### config.mk
export PLATFORM = sky130hd
export DESIGN_NAME = b_type_bpu
export DESIGN_NICKNAME = d
export VERILOG_FILES = /design/src/rtl/b_type_pkg.sv /design/src/rtl/b_type_bht.sv /design/src/rtl/b_type_bpu.sv
export SDC_FILE = /design/constraint.sdc
export NUM_CORES = 1
export LEC_CHECK = 0
export CORE_MARGIN = 5
export CORE_UTILIZATION = 45
export CTS_CLUSTER_DIAMETER = 30
export DETAILED_ROUTE_END_ITERATION = 10
export PLACE_DENSITY = 0.69
export SLEW_MARGIN = 40
export SYNTH_ARGS = -nofsm -noshare
export SYNTH_HDL_FRONTEND = slang
export SYNTH_SLANG_ARGS = --single-unit
### constraint.sdc
create_clock -name clk -period 4.5 [get_ports clk]
set_clock_uncertainty 0.15 [all_clocks]
set_input_delay 0.45 -clock clk [delete_from_list [all_inputs] [get_ports clk]]
set_output_delay 0.45 -clock clk [all_outputs]
set_load 0.02 [all_outputs]
### src/rtl/b_type_pkg.sv
// b_type_pkg
//   Shared definitions for the sequential branch unit: the branch opcode, the
//   funct3 condition codes, the 2-bit counter states and the saturating
//   counter update used by the branch history table.
package b_type_pkg;

  localparam logic [6:0] BRANCH_OP = 7'b1100011;

  // funct3 values 2 and 3 have no branch meaning and are reported as illegal.
  typedef enum logic [2:0] {
    F3_BEQ  = 3'd0,
    F3_BNE  = 3'd1,
    F3_BLT  = 3'd4,
    F3_BGE  = 3'd5,
    F3_BLTU = 3'd6,
    F3_BGEU = 3'd7
  } br_funct3_e;

  typedef enum logic [1:0] {
    SNT = 2'b00,
    WNT = 2'b01,
    WT  = 2'b10,
    ST  = 2'b11
  } bht_state_e;

  // Move one step toward the observed outcome, sticking at SNT and ST.
  function automatic bht_state_e sat_update(input bht_state_e state, input logic taken);
    bht_state_e next;
    next = state;
    case (state)
      SNT: next = taken ? WNT : SNT;
      WNT: next = taken ? WT  : SNT;
      WT:  next = taken ? ST  : WNT;
      ST:  next = taken ? ST  : WT;
      default: next = WNT;
    endcase
    return next;
  endfunction

endpackage

### src/rtl/b_type_bht.sv
// b_type_bht
//   Table of 2-bit saturating branch counters.
//   Ports:
//     clk, rst_n   clock and asynchronous active-low reset (all entries -> WNT)
//     rd_idx       fetch-side index, asynchronous read
//     rd_state     counter at rd_idx (value before any same-cycle write)
//     wr_en        apply a resolved outcome this cycle
//     wr_idx       EX-side index to update
//     wr_taken     resolved direction, counter moves one step toward it
module b_type_bht
  import b_type_pkg::*;
#(
  parameter  int ENTRIES = 64,
  localparam int IDX_W   = $clog2(ENTRIES)
) (
  input  logic             clk,
  input  logic             rst_n,
  input  logic [IDX_W-1:0] rd_idx,
  output bht_state_e       rd_state,
  input  logic             wr_en,
  input  logic [IDX_W-1:0] wr_idx,
  input  logic             wr_taken
);

  bht_state_e r_table [ENTRIES];

  // The read is purely combinational from the register array, so a fetch
  // that hits the entry being written this cycle sees the old counter.
  assign rd_state = r_table[rd_idx];

  always_ff @(posedge clk or negedge rst_n) begin
    if (!rst_n) begin
      for (int i = 0; i < ENTRIES; i++) begin
        r_table[i] <= WNT;
      end
    end else if (wr_en) begin
      r_table[wr_idx] <= sat_update(r_table[wr_idx], wr_taken);
    end
  end

endmodule

### src/rtl/b_type_bpu.sv
// b_type_bpu
//   Resolves conditional branches in EX, predicts at fetch from a table of
//   2-bit counters, and issues a registered one-cycle redirect on mispredict.
//   Ports:
//     clk, rst_n         clock and asynchronous active-low reset
//     if_pc              fetch PC; if_pred_taken is the counter MSB for it
//     ex_valid, opcode   EX instruction valid and its opcode
//     funct3, imm        branch condition and B-type offset (bit 0 ignored)
//     in1, in2           rs1/rs2 operands
//     pc                 EX instruction PC
//     ex_pred_taken      direction predicted at fetch for this instruction
//     redirect_valid     registered mispredict pulse
//     redirect_pc        registered correct next PC (holds between redirects)
//     illegal_br         registered pulse for funct3 2/3 branches
//   Configuration:
//     B_TYPE_STATS_EN    adds stat_branches / stat_mispredicts saturating counters
module b_type_bpu
  import b_type_pkg::*;
#(
  parameter int XLEN        = 32,
  parameter int BHT_ENTRIES = 64
) (
  input  logic            clk,
  input  logic            rst_n,
  input  logic [XLEN-1:0] if_pc,
  output logic            if_pred_taken,
  input  logic            ex_valid,
  input  logic [6:0]      opcode,
  input  logic [2:0]      funct3,
  input  logic [12:0]     imm,
  input  logic [XLEN-1:0] in1,
  input  logic [XLEN-1:0] in2,
  input  logic [XLEN-1:0] pc,
  input  logic            ex_pred_taken,
  output logic            redirect_valid,
  output logic [XLEN-1:0] redirect_pc,
  output logic            illegal_br
`ifdef B_TYPE_STATS_EN
  ,
  output logic [31:0]     stat_branches,
  output logic [31:0]     stat_mispredicts
`endif
);

  localparam int IDX_W = $clog2(BHT_ENTRIES);

  logic            r_redirect_valid;
  logic [XLEN-1:0] r_redirect_pc;
  logic            r_illegal_br;

  logic            w_accepted;
  logic            w_legal;
  logic            w_taken;
  logic            w_update;
  logic            w_mispredict;
  logic [XLEN-1:0] w_target;
  logic [XLEN-1:0] w_fallthrough;
  bht_state_e      w_if_state;
  logic            w_unused_bits;

  // Fetch PC bits outside the index and the always-zero offset bit are unused.
  assign w_unused_bits = ^{imm[0], if_pc[XLEN-1:IDX_W+2], if_pc[1:0]};

  b_type_bht #(
    .ENTRIES (BHT_ENTRIES)
  ) u_bht (
    .clk      (clk),
    .rst_n    (rst_n),
    .rd_idx   (if_pc[IDX_W+1:2]),
    .rd_state (w_if_state),
    .wr_en    (w_update),
    .wr_idx   (pc[IDX_W+1:2]),
    .wr_taken (w_taken)
  );

  assign if_pred_taken = w_if_state[1];

  // While a redirect is out, the EX instruction is on the wrong path.
  assign w_accepted = ex_valid && (opcode == BRANCH_OP) && !r_redirect_valid;
  assign w_legal    = (funct3 != 3'd2) && (funct3 != 3'd3);

  always_comb begin
    w_taken = 1'b0;
    case (funct3)
      F3_BEQ:  w_taken = (in1 == in2);
      F3_BNE:  w_taken = (in1 != in2);
      F3_BLT:  w_taken = ($signed(in1) <  $signed(in2));
      F3_BGE:  w_taken = ($signed(in1) >= $signed(in2));
      F3_BLTU: w_taken = (in1 <  in2);
      F3_BGEU: w_taken = (in1 >= in2);
      default: w_taken = 1'b0;
    endcase
  end

  assign w_target      = pc + {{(XLEN-13){imm[12]}}, imm[12:1], 1'b0};
  assign w_fallthrough = pc + XLEN'(4);

  assign w_update     = w_accepted && w_legal;
  assign w_mispredict = w_update && (w_taken != ex_pred_taken);

  // Redirect and illegal flags are single-cycle pulses; the redirect PC is
  // only loaded on a mispredict so it keeps the last correction otherwise.
  always_ff @(posedge clk or negedge rst_n) begin
    if (!rst_n) begin
      r_redirect_valid <= 1'b0;
      r_redirect_pc    <= '0;
      r_illegal_br     <= 1'b0;
    end else begin
      r_redirect_valid <= w_mispredict;
      r_illegal_br     <= w_accepted && !w_legal;
      if (w_mispredict) begin
        r_redirect_pc <= w_taken ? w_target : w_fallthrough;
      end
    end
  end

  assign redirect_valid = r_redirect_valid;
  assign redirect_pc    = r_redirect_pc;
  assign illegal_br     = r_illegal_br;

`ifdef B_TYPE_STATS_EN
  logic [31:0] r_stat_branches;
  logic [31:0] r_stat_mispredicts;

  // Event counters follow the table update timing and stick at all-ones.
  always_ff @(posedge clk or negedge rst_n) begin
    if (!rst_n) begin
      r_stat_branches    <= '0;
      r_stat_mispredicts <= '0;
    end else begin
      if (w_update && (r_stat_branches != 32'hFFFF_FFFF)) begin
        r_stat_branches <= r_stat_branches + 32'd1;
      end
      if (w_mispredict && (r_stat_mispredicts != 32'hFFFF_FFFF)) begin
        r_stat_mispredicts <= r_stat_mispredicts + 32'd1;
      end
    end
  end

  assign stat_branches    = r_stat_branches;
  assign stat_mispredicts = r_stat_mispredicts;
`endif

endmodule

# Word-level counts from Yosys, hierarchy flattened
# Cells that the tools add are included.
[word_totals]
ff_bits = 162
in_bits = 155
output_inout_bits = 35
word_cells = 120
[classes]
n_addsub = 2
magnitude_cmp = 7
n_eq_ne = 14
n_mux = 17
bitwise = 2
n_reduce_logical = 11
[ops]
columns = ["operator", "count"]
rows = [
  ["$bwmux 128", 1],
  ["$ge 32x32->1", 2],
  ["$lt 32x32->1", 2],
  ["$add 32x3->32 const B", 1],
  ["$add 32x32->32", 1],
  ["$eq 32x32->1", 1],
  ["$mux 32", 1],
  ["$ne 32x32->1", 1],
  ["$bmux 2 s6", 2],
  ["$mux 2", 8],
  ["$ge 7x7->1 const B", 2],
  ["$not 6->7", 2],
  ["$demux 2 s6", 1],
  ["$eq 3x3->1 const B", 4],
  ["$pmux 2 s4", 1],
  ["$eq 7x7->1 const B", 1],
  ["$logic_and 1x1->1", 7],
  ["$lt 7x1->1 const B", 1],
  ["$ne 3x2->1 const B", 2],
  ["$pmux 1 s6", 1],
  ["$eq 2x2->1 const B", 2],
  ["$eq 3x1->1 const B", 1],
  ["$logic_not 3->1", 1],
  ["$eq 2x1->1 const B", 1],
  ["4 further kinds", 6],
]

# Logic depth before layout (Yosys ltp)
[logic_depth]
ltp_word = 8
mapped_depth = 13

# By module
# From an unflattened synthesis, not the netlist that was laid out.
[unflattened]
cells_unflattened = 1314
area_unflattened_um2 = 12014.0
[by_module_without_submodules]
columns = ["mod", "instances", "cells_per_inst", "area_each_um2", "seq_area_each_um2"]
rows = [
  ["b_type_bht", 1, 712, 7315.8, 3283.1],
  ["b_type_bpu", 1, 602, 4698.3, 850.8],
]

# Least setup slack after synthesis
# OpenSTA, ideal clock, no wires.
[synth_timing]
path_kind = "input to register"
start = "input port in2[6]"
end = "register u_bht.r_table[101] (netlist name)"
setup_ns = 0.064
arrival_time_ns = 3.362
t_required_ns = 4.286
slack_ns = 0.923
stages = 13
n_path_buf = 2
cell_sequence = "inv_1 -> ha_1 -> nand4_1 -> or4_1 -> or4_4 -> and4_1 -> o2111a_1 -> or2_4 -> buf_6 -> o22ai_2 -> a21boi_4 -> buf_6 -> mux2_2"
[synth_via]
elab_chain_cells = 6
[synth_rtl]
columns = ["element", "line", "rtl"]
rows = [
  ["start, declared", "b_type_bpu.sv:32", "input logic [XLEN-1:0] in2,"],
  ["$ge 32x32->1, or another cell as far along", "b_type_bpu.sv:90", "F3_BGEU: w_taken = (in1 >= in2);"],
  ["$pmux 1 s6 (*)", "b_type_bpu.sv:84", "case (funct3)"],
  ["$mux 2, on equally long branches", "b_type_pkg.sv:33, b_type_pkg.sv:32", ""],
  ["$pmux 2 s4 (*)", "b_type_pkg.sv:30", "case (state)"],
  ["$mux 2 (*)", "b_type_bht.sv:36", "end else if (wr_en) begin"],
  ["$bwmux 128 (*)", "b_type_bht.sv:37", "r_table[wr_idx] <= sat_update(r_table[wr_idx], wr_taken);"],
  ["end signal, assigned by index", "b_type_bht.sv:37", ""],
  ["end, declared", "b_type_bht.sv:25", "bht_state_e r_table [ENTRIES];"],
]
# Every way passes the cells marked *; elsewhere a longest branch is shown, timed or not. The select of a mux whose other input is x is not followed.
# A chain may end at the register's enable or synchronous reset.

# Worst setup path after layout
[layout_timing]
start = "input port if_pc[2]"
end = "output port if_pred_taken"
[layout_via]
elab_chain_cells = 4
[layout_rtl]
columns = ["element", "line", "rtl"]
rows = [
  ["start, declared", "b_type_bpu.sv:25", "input logic [XLEN-1:0] if_pc,"],
  ["$not 6->7 (not written as such)", "b_type_bht.sv:29", "assign rd_state = r_table[rd_idx];"],
  ["$bmux 2 s6", "b_type_bht.sv:29", ""],
  ["$mux 2 (not written as such) (2 in a row)", "b_type_bht.sv:29", ""],
  ["end, declared", "b_type_bpu.sv:26", "output logic if_pred_taken,"],
]
# Every way passes these cells. The select of a mux whose other input is x is not followed.

==> out/qor.yml <==
final_layout:
  synthToLayoutAreaGrowth_pct: 25.1
  drive_above_1_share: 0.236
  stdcell_count: 1634
  n_fill_cell: 2155
  antenna_cells: 0
  nets: 1510
cts:
  postCtsSetupBuffers: 0
  cts_buffers: 17
  clock_sinks: 162
  ctsHoldBuffers: 1
  post_cts_resized: 0
  cts_max_level: 4
  clock_latency_ns: 0.44
  cts_buffer_depth: 2
  clock-root-buffer: "clkbuf_16"
  cts_tree: "built"
  path_clk_slew_ns: 0.07
drt:
  drt-pass1-iter-count: 7
  num_vias: 10000
  wl_per_cell_um: 20.8
  antenna_left: 0
  drc: 0
  routed_via_density: 6.12
  finalWirelength_mm: 34.0
  drt-initial-drc-count: 757
timing:
  max_slew_margin: 0.433
  rsz0062_at_grt: "false"
  tightest_slew_ns: 0.848
  setup_viol: 0
  fmax_mhz: 255
  period_minus_slack_ns: 3.92
  drv_slew: 0
  fin_crit_sh: 0.872
  hold_viol: 0
  tns_ns: 0
flow_run:
  cap_violations: 0
logic_synthesis:
  netlist_instances: 1124
  ys_seq_area_frac: 0.363
  synthFlopType: "dfrtp_1"
  synthMuxAreaShare: 0.169
  yosysTopAreaCellShare: 0.216
  synth_nets: 1343
  synth_largest_area_cell: "dfrtp_1"
  syn_avg_cell_area_um2: 10.1
  synth_top_family_by_area: "compound AO/OA/AOI/OAI gates"
  synth_area_leaders: "dfrtp_1 (22%), dfstp_2 (15%), mux2_2 (12%), ha_1 (6.9%), mux4_2 (4.2%)"
  synth_edf_count: 0
  async_flop_share: 1.00
  yosys_register_bits: 162
  yosys.area_share.simple: 0.130
  syn_area_mm2: 0.0114
  synth-compound-area-share: 0.186
  synth_cell_type_count: 78
  synthAdderAreaFrac: 0.0720
  synthXorXnorAreaFrac: 0.0393
  ys_warn_count: 0
setup_path:
  start_kind: "input pin"
  reg2reg_depth: 10
  timing.rr.end: "u_bht.r_table[24]$_DFFE_PN1P_"
  path_class: "input pin to output pin"
  worst-r2r-setup-slack_ns: 1.69
  crit_path_end_kind: "output pin"
  r2r-start: "u_bht.r_table[35]$_DFFE_PN0P_"
  cp.required_ns: 3.90
  cp.arrival_ns: 3.32
  cp_max_fo: 16
placed_design:
  dpl.cell_count: 1600
  gp_congestion: 0.893
  io_buffers: 162
  post-dp-hpwl_mm: 23.9
grt:
  grtUsageTotal: 0.233
  grt_pass1_vias: 9956
  gr-total-overflow: 0
  antenna_found_initial: 0
  grt_pass1_wl_mm: 53.8
  grt_max_degree: 108
die:
  start_util: 0.454
  ios: 190
  coreArea_mm2: 0.0250
  die-area_mm2: 0.0286
  fp.dieW_um: 169
  die_height_um: 169
  core.rowCount: 58
power_and_ir_drop:
  ir_worst_vdd_mv: 0.219
  cellPowerDensity_mw_per_mm2: 265
  power.leakage_nw: 5.97
  power.total_mw: 3.78
min_path:
  hp-class: "input pin to asynchronous set/reset pin"
status:
  status: "finished, final reports clean"
[cell families after synthesis]
| group | Yosys count |
|---|---|
| AO/OA/AOI/OAI | 294 |
| XOR/XNOR | 51 |
| flip-flops | 162 |
| adder cells (fa/ha/maj) | 65 |
| multiplexers | 150 |
| buffers and inverters | 103 |
| AND/OR/NAND/NOR | 299 |
[metrics by stage]
step / worst slack (ns) / area [um2] / hold WS [ns] / util
after global placement: 0.237 / 13600 / 0.345 / 0.541
final: 0.575 / 14200 / 0.306 / 0.569
after global routing: 0.440 / 14200 / 0.328 / 0.569
after CTS: 0.594 / 14200 / 0.368 / 0.567
after detailed placement: 0.198 / 13600 / 0.352 / 0.541
after floorplan: 0.923 / 11400 / 0.00441 / -
[critical path, stage by stage]
cell and delay, ns:
clkdlybuf4s50_1 0.50, buf_12 0.20, mux4_2 0.54, mux4_2 0.51, mux4_2 0.53, clkdlybuf4s50_1 0.57
[how the worst max path moves through the flow]
stage / from / end
2_1_floorplan: in2[6] / u_bht.r_table[101]$_DFFE_PN0P_
6_report: if_pc[2] / if_pred_taken
5_1_grt: in2[19] / u_bht.r_table[28]$_DFFE_PN1P_
3_3_place_gp: in2[6] / u_bht.r_table[38]$_DFFE_PN1P_
3_5_place_dp: in2[19] / u_bht.r_table[74]$_DFFE_PN1P_
4_1_cts: if_pc[2] / if_pred_taken
[sequential cells by signal, indices dropped and copies added, names as in the netlist]
signal,cells
u_bht.r_table,128
redirect_pc,32
illegal_br,1
redirect_valid,1
[power breakdown]
group | internal (mW) | switching (mW) | total (mW)
Combinational | 0.326 | 0.393 | 0.719
Sequential | 1.46 | 0.00239 | 1.46
Clock | 0.903 | 0.692 | 1.60
[synth_stat cells (all sizes together), types with 3 or more instances]
master	n
nand4	24
and2	10
nor3b	8
nor4	3
o21ai	24
o221ai	47
dfstp	64
nand2	81
o221a	3
o21a	4
o22ai	6
and3b	4
o31ai	3
and4	4
mux4	21
a31oi	12
nand3b	5
nand2b	8
a21oi	67
or2	7
and3	14
buf	24
a22o	10
nand3	17
ha	63
xnor2	33
a21boi	4
nor2b	5
dfrtp	98
o311ai	4
mux2	129
nor3	14
a221oi	10
xor2	18
a21o	19
a22oi	48
nor2	89
clkbuf	36
a211oi	7
o211ai	4
inv	42
[area by class of cell]
type | instances | area, um2 | share of cell area
clock buffers | 17 | 425 | 0.0299
repair buffers | 208 | 2080 | 0.146
well taps | 330 | 413 | 0.0290
multi-input cells | 859 | 6800 | 0.478
clock inverters | 15 | 215 | 0.0151
inverters | 43 | 161 | 0.0113
flip-flops and latches | 162 | 4130 | 0.290
[metal layers]
layer / global-route usage / routed length (um)
met1: 0.317 / 14600
met3: 0.0413 / 2440
met5: 0 / 0
met2: 0.382 / 16200
met4: 0.0679 / 756
[cells in the final DEF (no fill, tap or decap), drive strengths merged, types with 33 or more instances in the layout]
cell,Yosys,final
xnor2,33,33
nor2,89,89
clkdlybuf4s50,0,161
inv,42,50
o221ai,47,47
nand2,81,81
a22oi,48,48
mux2,129,129
ha,63,63
dfrtp,98,98
buf,24,46
dfstp,64,64
a21oi,67,67
(Power assumes the default switching activity.)
